$ cat src/rtl/uart_debug_controller_if.sv
// UART FIFO handshake bundle between uart_debug_controller and the UART block.
// Signal prefixes are relative to the controller: i_* flow into it, o_* flow out.
//   i_uart_rx_data   RX FIFO head byte (valid while i_uart_rx_empty = 0)
//   i_uart_rx_empty  RX FIFO empty
//   i_uart_tx_full   TX FIFO full
//   o_uart_rd        pop RX FIFO (1-cycle pulse)
//   o_uart_wr        push o_uart_wdata into TX FIFO (1-cycle pulse)
//   o_uart_wdata     TX byte
//   o_uart_tx_start  start transmission of queued bytes (1-cycle pulse)
interface uart_debug_controller_if #(
  parameter int unsigned NB_UART_DATA = 8
);
  logic [NB_UART_DATA-1:0] i_uart_rx_data;
  logic                    i_uart_rx_empty;
  logic                    i_uart_tx_full;
  logic                    o_uart_rd;
  logic                    o_uart_wr;
  logic [NB_UART_DATA-1:0] o_uart_wdata;
  logic                    o_uart_tx_start;

  // Controller side.
  modport master (
    input  i_uart_rx_data, i_uart_rx_empty, i_uart_tx_full,
    output o_uart_rd, o_uart_wr, o_uart_wdata, o_uart_tx_start
  );

  // UART side.
  modport slave (
    output i_uart_rx_data, i_uart_rx_empty, i_uart_tx_full,
    input  o_uart_rd, o_uart_wr, o_uart_wdata, o_uart_tx_start
  );
endinterface

$ cat src/rtl/uart_debug_controller.sv
// Debug command sequencer between the UART and the CPU subsystem.
// Commands popped from the RX FIFO: 'L' load program words, 'R' run to halt,
// 'S' single step, 'D' dump register file; anything else is answered with NAK.
// Ports:
//   clk, i_rst         clock, asynchronous active-low reset
//   uart_if            UART RX/TX FIFO handshake (master modport)
//   o_imem_we/addr/wdata  instruction memory write port
//   o_cpu_en, i_cpu_halt  CPU clock enable and halt status
//   o_dbg_addr, i_dbg_rdata  register-file debug read port (1-cycle latency)
module uart_debug_controller #(
  parameter int unsigned NB_DATA         = 32,
  parameter int unsigned NB_UART_DATA    = 8,
  parameter int unsigned IMEM_ADDR_WIDTH = 10,
  parameter int unsigned NB_REG_ADDR     = 5
) (
  input  logic                       clk,
  input  logic                       i_rst,
  uart_debug_controller_if.master    uart_if,
  output logic                       o_imem_we,
  output logic [IMEM_ADDR_WIDTH-1:0] o_imem_addr,
  output logic [NB_DATA-1:0]         o_imem_wdata,
  output logic                       o_cpu_en,
  input  logic                       i_cpu_halt,
  output logic [NB_REG_ADDR-1:0]     o_dbg_addr,
  input  logic [NB_DATA-1:0]         i_dbg_rdata
);

  localparam int unsigned NB_BYTES = NB_DATA / NB_UART_DATA;
  localparam int unsigned NB_BIDX  = (NB_BYTES > 1) ? $clog2(NB_BYTES) : 1;
  localparam int unsigned NB_CNT   = NB_UART_DATA + 1;  // holds 256 for a zero count byte

  localparam logic [NB_BIDX-1:0]      LastByte = NB_BIDX'(NB_BYTES - 1);
  localparam logic [NB_UART_DATA-1:0] CmdLoad  = NB_UART_DATA'(8'h4C);
  localparam logic [NB_UART_DATA-1:0] CmdRun   = NB_UART_DATA'(8'h52);
  localparam logic [NB_UART_DATA-1:0] CmdStep  = NB_UART_DATA'(8'h53);
  localparam logic [NB_UART_DATA-1:0] CmdDump  = NB_UART_DATA'(8'h44);
  localparam logic [NB_UART_DATA-1:0] RspAck   = NB_UART_DATA'(8'h06);
  localparam logic [NB_UART_DATA-1:0] RspNak   = NB_UART_DATA'(8'h15);
  localparam logic [NB_UART_DATA-1:0] RspHalt  = NB_UART_DATA'(8'h48);

  typedef enum logic [3:0] {
    StIdle, StLdCnt, StLdByte, StLdWr, StRun, StStep, StDumpAddr, StDumpTx, StReply, StKick
  } state_e;

  state_e                     r_state,     w_state_d;
  logic [NB_CNT-1:0]          r_cnt,       w_cnt_d;
  logic [NB_BIDX-1:0]         r_bidx,      w_bidx_d;
  logic [NB_DATA-1:0]         r_word,      w_word_d;
  logic [IMEM_ADDR_WIDTH-1:0] r_imem_addr, w_imem_addr_d;
  logic [NB_REG_ADDR-1:0]     r_dbg_addr,  w_dbg_addr_d;
  logic [NB_DATA-1:0]         r_data,      w_data_d;
  logic                       r_have,      w_have_d;
  logic [NB_UART_DATA-1:0]    r_reply,     w_reply_d;
  logic                       r_cpu_en,    w_cpu_en_d;
  logic                       w_rd;
  logic                       w_wr;
  logic [NB_UART_DATA-1:0]    w_wdata;

  always_ff @(posedge clk or negedge i_rst) begin
    if (!i_rst) begin
      r_state     <= StIdle;
      r_cnt       <= '0;
      r_bidx      <= '0;
      r_word      <= '0;
      r_imem_addr <= '0;
      r_dbg_addr  <= '0;
      r_data      <= '0;
      r_have      <= 1'b0;
      r_reply     <= '0;
      r_cpu_en    <= 1'b0;
    end else begin
      r_state     <= w_state_d;
      r_cnt       <= w_cnt_d;
      r_bidx      <= w_bidx_d;
      r_word      <= w_word_d;
      r_imem_addr <= w_imem_addr_d;
      r_dbg_addr  <= w_dbg_addr_d;
      r_data      <= w_data_d;
      r_have      <= w_have_d;
      r_reply     <= w_reply_d;
      r_cpu_en    <= w_cpu_en_d;
    end
  end

  always_comb begin
    w_state_d     = r_state;
    w_cnt_d       = r_cnt;
    w_bidx_d      = r_bidx;
    w_word_d      = r_word;
    w_imem_addr_d = r_imem_addr;
    w_dbg_addr_d  = r_dbg_addr;
    w_data_d      = r_data;
    w_have_d      = r_have;
    w_reply_d     = r_reply;
    w_cpu_en_d    = r_cpu_en;
    w_rd          = 1'b0;
    w_wr          = 1'b0;
    w_wdata       = '0;

    unique case (r_state)
      StIdle: begin
        if (!uart_if.i_uart_rx_empty) begin
          w_rd = 1'b1;
          case (uart_if.i_uart_rx_data)
            CmdLoad: w_state_d = StLdCnt;
            CmdRun:  w_state_d = StRun;
            CmdStep: begin
              w_state_d  = StStep;
              w_cpu_en_d = 1'b1;  // registered, so it is high exactly while in StStep
            end
            CmdDump: begin
              w_state_d    = StDumpAddr;
              w_dbg_addr_d = '0;
            end
            default: begin
              w_reply_d = RspNak;
              w_state_d = StReply;
            end
          endcase
        end
      end
      StLdCnt: begin
        if (!uart_if.i_uart_rx_empty) begin
          w_rd          = 1'b1;
          w_cnt_d       = (uart_if.i_uart_rx_data == '0) ? {1'b1, {NB_UART_DATA{1'b0}}}
                                                         : {1'b0, uart_if.i_uart_rx_data};
          w_imem_addr_d = '0;
          w_bidx_d      = '0;
          w_state_d     = StLdByte;
        end
      end
      StLdByte: begin
        if (!uart_if.i_uart_rx_empty) begin
          w_rd = 1'b1;
          w_word_d[32'(r_bidx) * NB_UART_DATA +: NB_UART_DATA] = uart_if.i_uart_rx_data;
          if (r_bidx == LastByte) begin
            w_bidx_d  = '0;
            w_state_d = StLdWr;
          end else begin
            w_bidx_d = r_bidx + NB_BIDX'(1);
          end
        end
      end
      StLdWr: begin
        w_imem_addr_d = r_imem_addr + IMEM_ADDR_WIDTH'(1);
        w_cnt_d       = r_cnt - NB_CNT'(1);
        if (r_cnt == NB_CNT'(1)) begin
          w_reply_d = RspAck;
          w_state_d = StReply;
        end else begin
          w_state_d = StLdByte;
        end
      end
      StRun: begin
        // Enable is raised unconditionally once, so halt-on-entry still gives one cycle.
        if (!r_cpu_en) begin
          w_cpu_en_d = 1'b1;
        end else if (i_cpu_halt) begin
          w_cpu_en_d = 1'b0;
          w_reply_d  = RspHalt;
          w_state_d  = StReply;
        end
      end
      StStep: begin
        w_cpu_en_d = 1'b0;
        w_reply_d  = RspAck;
        w_state_d  = StReply;
      end
      StDumpAddr: begin
        // o_dbg_addr is valid this cycle; read data arrives during the next one.
        w_have_d  = 1'b0;
        w_state_d = StDumpTx;
      end
      StDumpTx: begin
        if (!r_have) begin
          w_data_d = i_dbg_rdata;
          w_have_d = 1'b1;
        end else begin
          w_wdata = r_data[32'(r_bidx) * NB_UART_DATA +: NB_UART_DATA];
          if (!uart_if.i_uart_tx_full) begin
            w_wr = 1'b1;
            if (r_bidx == LastByte) begin
              w_bidx_d = '0;
              w_have_d = 1'b0;
              if (r_dbg_addr == '1) begin
                w_state_d = StKick;
              end else begin
                w_dbg_addr_d = r_dbg_addr + NB_REG_ADDR'(1);
                w_state_d    = StDumpAddr;
              end
            end else begin
              w_bidx_d = r_bidx + NB_BIDX'(1);
            end
          end
        end
      end
      StReply: begin
        w_wdata = r_reply;
        if (!uart_if.i_uart_tx_full) begin
          w_wr      = 1'b1;
          w_state_d = StKick;
        end
      end
      StKick:  w_state_d = StIdle;
      default: w_state_d = StIdle;
    endcase
  end

  // rd is the only output decoded from an input in StIdle, so it is gated by reset.
  assign uart_if.o_uart_rd       = w_rd & i_rst;
  assign uart_if.o_uart_wr       = w_wr;
  assign uart_if.o_uart_wdata    = w_wdata;
  assign uart_if.o_uart_tx_start = (r_state == StKick);
  assign o_imem_we               = (r_state == StLdWr);
  assign o_imem_addr             = r_imem_addr;
  assign o_imem_wdata            = (r_state == StLdWr) ? r_word : '0;
  assign o_cpu_en                = r_cpu_en;
  assign o_dbg_addr              = r_dbg_addr;

endmodule

$ cat src/flat_wrapper.sv
// flat-port wrapper written by rule: the top's interface ports become plain ports
module uart_debug_controller_flat 
#(
  parameter int unsigned NB_DATA         = 32,
  parameter int unsigned NB_UART_DATA    = 8,
  parameter int unsigned IMEM_ADDR_WIDTH = 10,
  parameter int unsigned NB_REG_ADDR     = 5
)
  (clk, i_rst, o_imem_we, o_imem_addr, o_imem_wdata, o_cpu_en, i_cpu_halt, o_dbg_addr, i_dbg_rdata, uart_if_i_uart_rx_data, uart_if_i_uart_rx_empty, uart_if_i_uart_tx_full, uart_if_o_uart_rd, uart_if_o_uart_wr, uart_if_o_uart_wdata, uart_if_o_uart_tx_start);
  uart_debug_controller_if #(.NB_UART_DATA(NB_UART_DATA)) uart_if_i ();
  input  logic clk;
  input  logic i_rst;
  output logic o_imem_we;
  output logic [IMEM_ADDR_WIDTH-1:0] o_imem_addr;
  output logic [NB_DATA-1:0] o_imem_wdata;
  output logic o_cpu_en;
  input  logic i_cpu_halt;
  output logic [NB_REG_ADDR-1:0] o_dbg_addr;
  input  logic [NB_DATA-1:0] i_dbg_rdata;
  input wire logic [$bits(uart_if_i.i_uart_rx_data)-1:0] uart_if_i_uart_rx_data;
  input wire logic [$bits(uart_if_i.i_uart_rx_empty)-1:0] uart_if_i_uart_rx_empty;
  input wire logic [$bits(uart_if_i.i_uart_tx_full)-1:0] uart_if_i_uart_tx_full;
  output wire logic [$bits(uart_if_i.o_uart_rd)-1:0] uart_if_o_uart_rd;
  output wire logic [$bits(uart_if_i.o_uart_wr)-1:0] uart_if_o_uart_wr;
  output wire logic [$bits(uart_if_i.o_uart_wdata)-1:0] uart_if_o_uart_wdata;
  output wire logic [$bits(uart_if_i.o_uart_tx_start)-1:0] uart_if_o_uart_tx_start;
  assign uart_if_i.i_uart_rx_data = uart_if_i_uart_rx_data;
  assign uart_if_i.i_uart_rx_empty = uart_if_i_uart_rx_empty;
  assign uart_if_i.i_uart_tx_full = uart_if_i_uart_tx_full;
  assign uart_if_o_uart_rd = uart_if_i.o_uart_rd;
  assign uart_if_o_uart_wr = uart_if_i.o_uart_wr;
  assign uart_if_o_uart_wdata = uart_if_i.o_uart_wdata;
  assign uart_if_o_uart_tx_start = uart_if_i.o_uart_tx_start;
  uart_debug_controller #(.NB_DATA(NB_DATA), .NB_UART_DATA(NB_UART_DATA), .IMEM_ADDR_WIDTH(IMEM_ADDR_WIDTH), .NB_REG_ADDR(NB_REG_ADDR)) u_core (.clk(clk), .i_rst(i_rst), .uart_if(uart_if_i), .o_imem_we(o_imem_we), .o_imem_addr(o_imem_addr), .o_imem_wdata(o_imem_wdata), .o_cpu_en(o_cpu_en), .i_cpu_halt(i_cpu_halt), .o_dbg_addr(o_dbg_addr), .i_dbg_rdata(i_dbg_rdata));
endmodule
$ cat config.mk
export PLATFORM = sky130hd
export DESIGN_NAME = uart_debug_controller_flat
export DESIGN_NICKNAME = d
export VERILOG_FILES = /design/src/rtl/uart_debug_controller_if.sv /design/src/rtl/uart_debug_controller.sv /design/src/flat_wrapper.sv
export SDC_FILE = /design/constraint.sdc
export NUM_CORES = 1
export LEC_CHECK = 0
export CORE_MARGIN = 1.5
export CORE_UTILIZATION = 55
export CTS_CLUSTER_DIAMETER = 50
export DETAILED_ROUTE_END_ITERATION = 7
export DONT_BUFFER_PORTS = 1
export PLACE_DENSITY = 0.68
export SLEW_MARGIN = 10
export SYNTH_ARGS = -nofsm -noshare
export SYNTH_HDL_FRONTEND = slang
export SYNTH_SLANG_ARGS = --single-unit
$ cat constraint.sdc
create_clock -name clk -period 2.9 [get_ports clk]
set_input_delay 0.435 -clock clk [delete_from_list [all_inputs] [get_ports clk]]
set_output_delay 0.435 -clock clk [all_outputs]
set_load 0.005 [all_outputs]
==> reports/results.ini <==
[outcome]
status=finished with violations
violations=hold timing

[yosys]
yosysSeqAreaShare_pct=46.96
synth_area_mm2=0.005329
ys_async_sr_fraction_pct=100.0
synthXorXnorAreaFrac_pct=0.1644
synth_nets=598
synth-compound-area-share_pct=12.33
synthTopCellsByArea=dfrtp_1 47%, nand2_1 6.9%, mux2_2 6.3%, o21ai_0 4.3%, and2_1 4.0%
synth_enable_flop_cells=0
synth_flop_cell=dfrtp_1
ys_warn_count=0
yosys.area_share.adder_pct=2.583
synth_top_family_by_area=simple AND/OR/NAND/NOR gates
syn_avg_cell_area_um2=9.832
synth_top_area_share_pct=46.96
ys_types=61
synth-simple-area-share_pct=21.30
synth_top_cell_by_area=dfrtp_1
syn-instance-count=542
ys_seq_elements=100
muxShareOfSynthArea_pct=12.96

[sta]
fin_crit_ns=2.646
hold_viol=6
rsz0062_at_grt=no
min_period_over_period_pct=91.24
maxSlewHeadroom_pct=50.41
tns_ns=0
drv_slew=0
max_freq_mhz=378.0
whs_ns=-0.01418
tightest_slew_ns=0.7439
fin_ws_ns=0.2542
skew_ns=0.01158
setup_viol=0

[grt]
grt_pass1_wl_mm=19.31
grt_pass1_vias=3778
grt_max_degree=101
antenna_found_initial=0
globalRouteTotalUtil_pct=24.14
grt_overflow=0

[floorplanning]
fp.dieArea_mm2=0.01029
die_h_um=101.4
io_pins=105
start_util_pct=57.13
num_rows=35
fp.coreArea_mm2=0.009328
fp.dieW_um=101.4

[placement]
io_buffers=0
dp_slack_ns=0.5017
finalWeightedCongestion=0.9032
detailed_place_hpwl_mm=8.201

[hold_path]
min_path_type=in -> async

[clocking]
postCtsSetupBuffers=0
clock_latency_ns=0.37
cts-root-buf=clkbuf_8
cts.path.max_buffers=2
cts_tree=done
clock-sinks=100
htreeDepth=3
numCtsBuffers=9
path_clk_slew_ns=0.10

[setup_path]
crit_fanout=40
r2r_slack_ns=0.48
slowest_delay_ns=0.66
critical_path_class=reg -> out
arrival_ns=2.21
cp_num_buf_inv=1
cp_cell_sequence=or3_1 -> inv_2 -> and2_1
crit_slowest_cell=dfrtp_1
path_delay_family=simple AND/OR/NAND/NOR gates
start_kind=flip-flop
worstPathRequired_ns=2.47
endpoint_kind=output port

[pwr]
vdd_drop_max_mv=0.4350
p_leak_nw=2.533
power_density_mw_per_mm2=841.0

[drt]
drt-vias-per-instance=5.944
initialDrtViolationCount=223
first_pass_iters=4
post_drt_wl_per_cell_um=17.48
detail-route-antenna-nets=0
vias=3947
drc=0
routed_wl_mm=11.61

[cells_and_area]
layout.nets=586
final_util_pct=61.10
drive_gt1_share_pct=14.77
diodes=0
nFillCells=820
area_growth_pct=6.950

[flow_run]
drv_cap=0

routing by layer:
layer | GRT usage (%) | share of wire [%]
met1 | 32.20 | 43
met2 | 38.26 | 46
met3 | 7.660 | 9.4
met4 | 6.731 | 1.4
met5 | 0 | 0
repair_timing:
action | 4_1_cts | 5_1_grt
hold endpoints to repair | 100 | 0
resized for setup | 0 | 0
hold buffers | 1 | 0
registers in the layout, indices dropped and copies added, names as in the netlist:
| name | cells |
|---|---|
| u_core.r_reply | 4 |
| u_core.r_word | 32 |
| u_core.r_bidx | 2 |
| u_core.o_dbg_addr | 5 |
| u_core.o_cpu_en | 1 |
| u_core.r_data | 32 |
| u_core.r_cnt | 9 |
| u_core.r_state | 4 |
| u_core.r_have | 1 |
| u_core.o_imem_addr | 10 |
power by group:
group          internal (mW)  switching [mW]
logic                  0.744            1.01
registers               1.69           0.322
clock network          0.537           0.484
worst paths after layout:
path / startpoint / end / cells past startpoint
setup / recovery: u_core.r_state[2] / o_imem_wdata[17] / 3
hold reg to reg: u_core.r_word[6] / u_core.r_word[6] / 2
max in group asynchronous: i_rst / u_core.r_data[9] / 1
setup reg to reg: u_core.r_state[2] / u_core.r_cnt[8] / 5
hold / removal: i_rst / u_core.r_word[6] / 1
min in group clk: uart_if_i_uart_rx_data[6] / u_core.r_word[6] / 2
worst register-to-register path, cell delays in order, from the launching register on:
cell and delay (ns):
dfrtp_1 0.66, or3_1 0.53, inv_2 0.40, nor2_1 0.24, or3_1 0.39, a21oi_1 0.13
kinds of logic (layout without fill, tap and decap cells):
family / after synthesis / after routing
AOI/OAI and AO/OA: 107 / 107
xor gates and xnor gates: 1 / 1
muxes: 53 / 53
and+or+nand+nor: 221 / 221
DFF: 100 / 100
adders and majority gates: 11 / 11
buffers and inverters: 49 / 42
metrics by stage:
stage | cell area, um^2 | std cells | power [mW]
floorplan | 5329 | 542 | 3.355
global placement | 5438 | 647 | 3.709
detailed placement | 5438 | 647 | 3.776
CTS | 5699 | 664 | 4.823
global route | 5699 | 664 | 5.170
finish | 5699 | 664 | 4.793
Yosys cell counts, types with 7 or more instances:
library cell / number
dfrtp_1: 100
nand2_1: 98
o21ai_0: 46
and2_1: 34
mux2_2: 30
clkbuf_1: 22
nor2_1: 20
o21ai_1: 15
buf_2: 11
ha_1: 11
nor3_1: 11
a21oi_1: 10
inv_1: 10
and3_1: 9
mux4_2: 8
nand3_1: 7
cell type report:
type                       count  area (um^2)  share of cell area (%)
clock buffer                  11        151.4                   2.656
clock inverter                 5        82.58                   1.449
inverter                      12        45.04                  0.7903
multi-input combinational    393         2631                   46.17
sequential                   100         2502                   43.91
tap                          129        161.4                   2.832
timing repair buffer          14        125.1                   2.195
layout by cell type (no fill, tap or decap), drive strengths merged, types with 11 or more instances in the layout:
cell	n
clkbuf	11
o21ai	61
nor2	20
mux2	39
and2	35
ha	11
buf	14
nand2	98
inv	13
dfrtp	100
nor3	11
(Power assumes the default switching activity.)
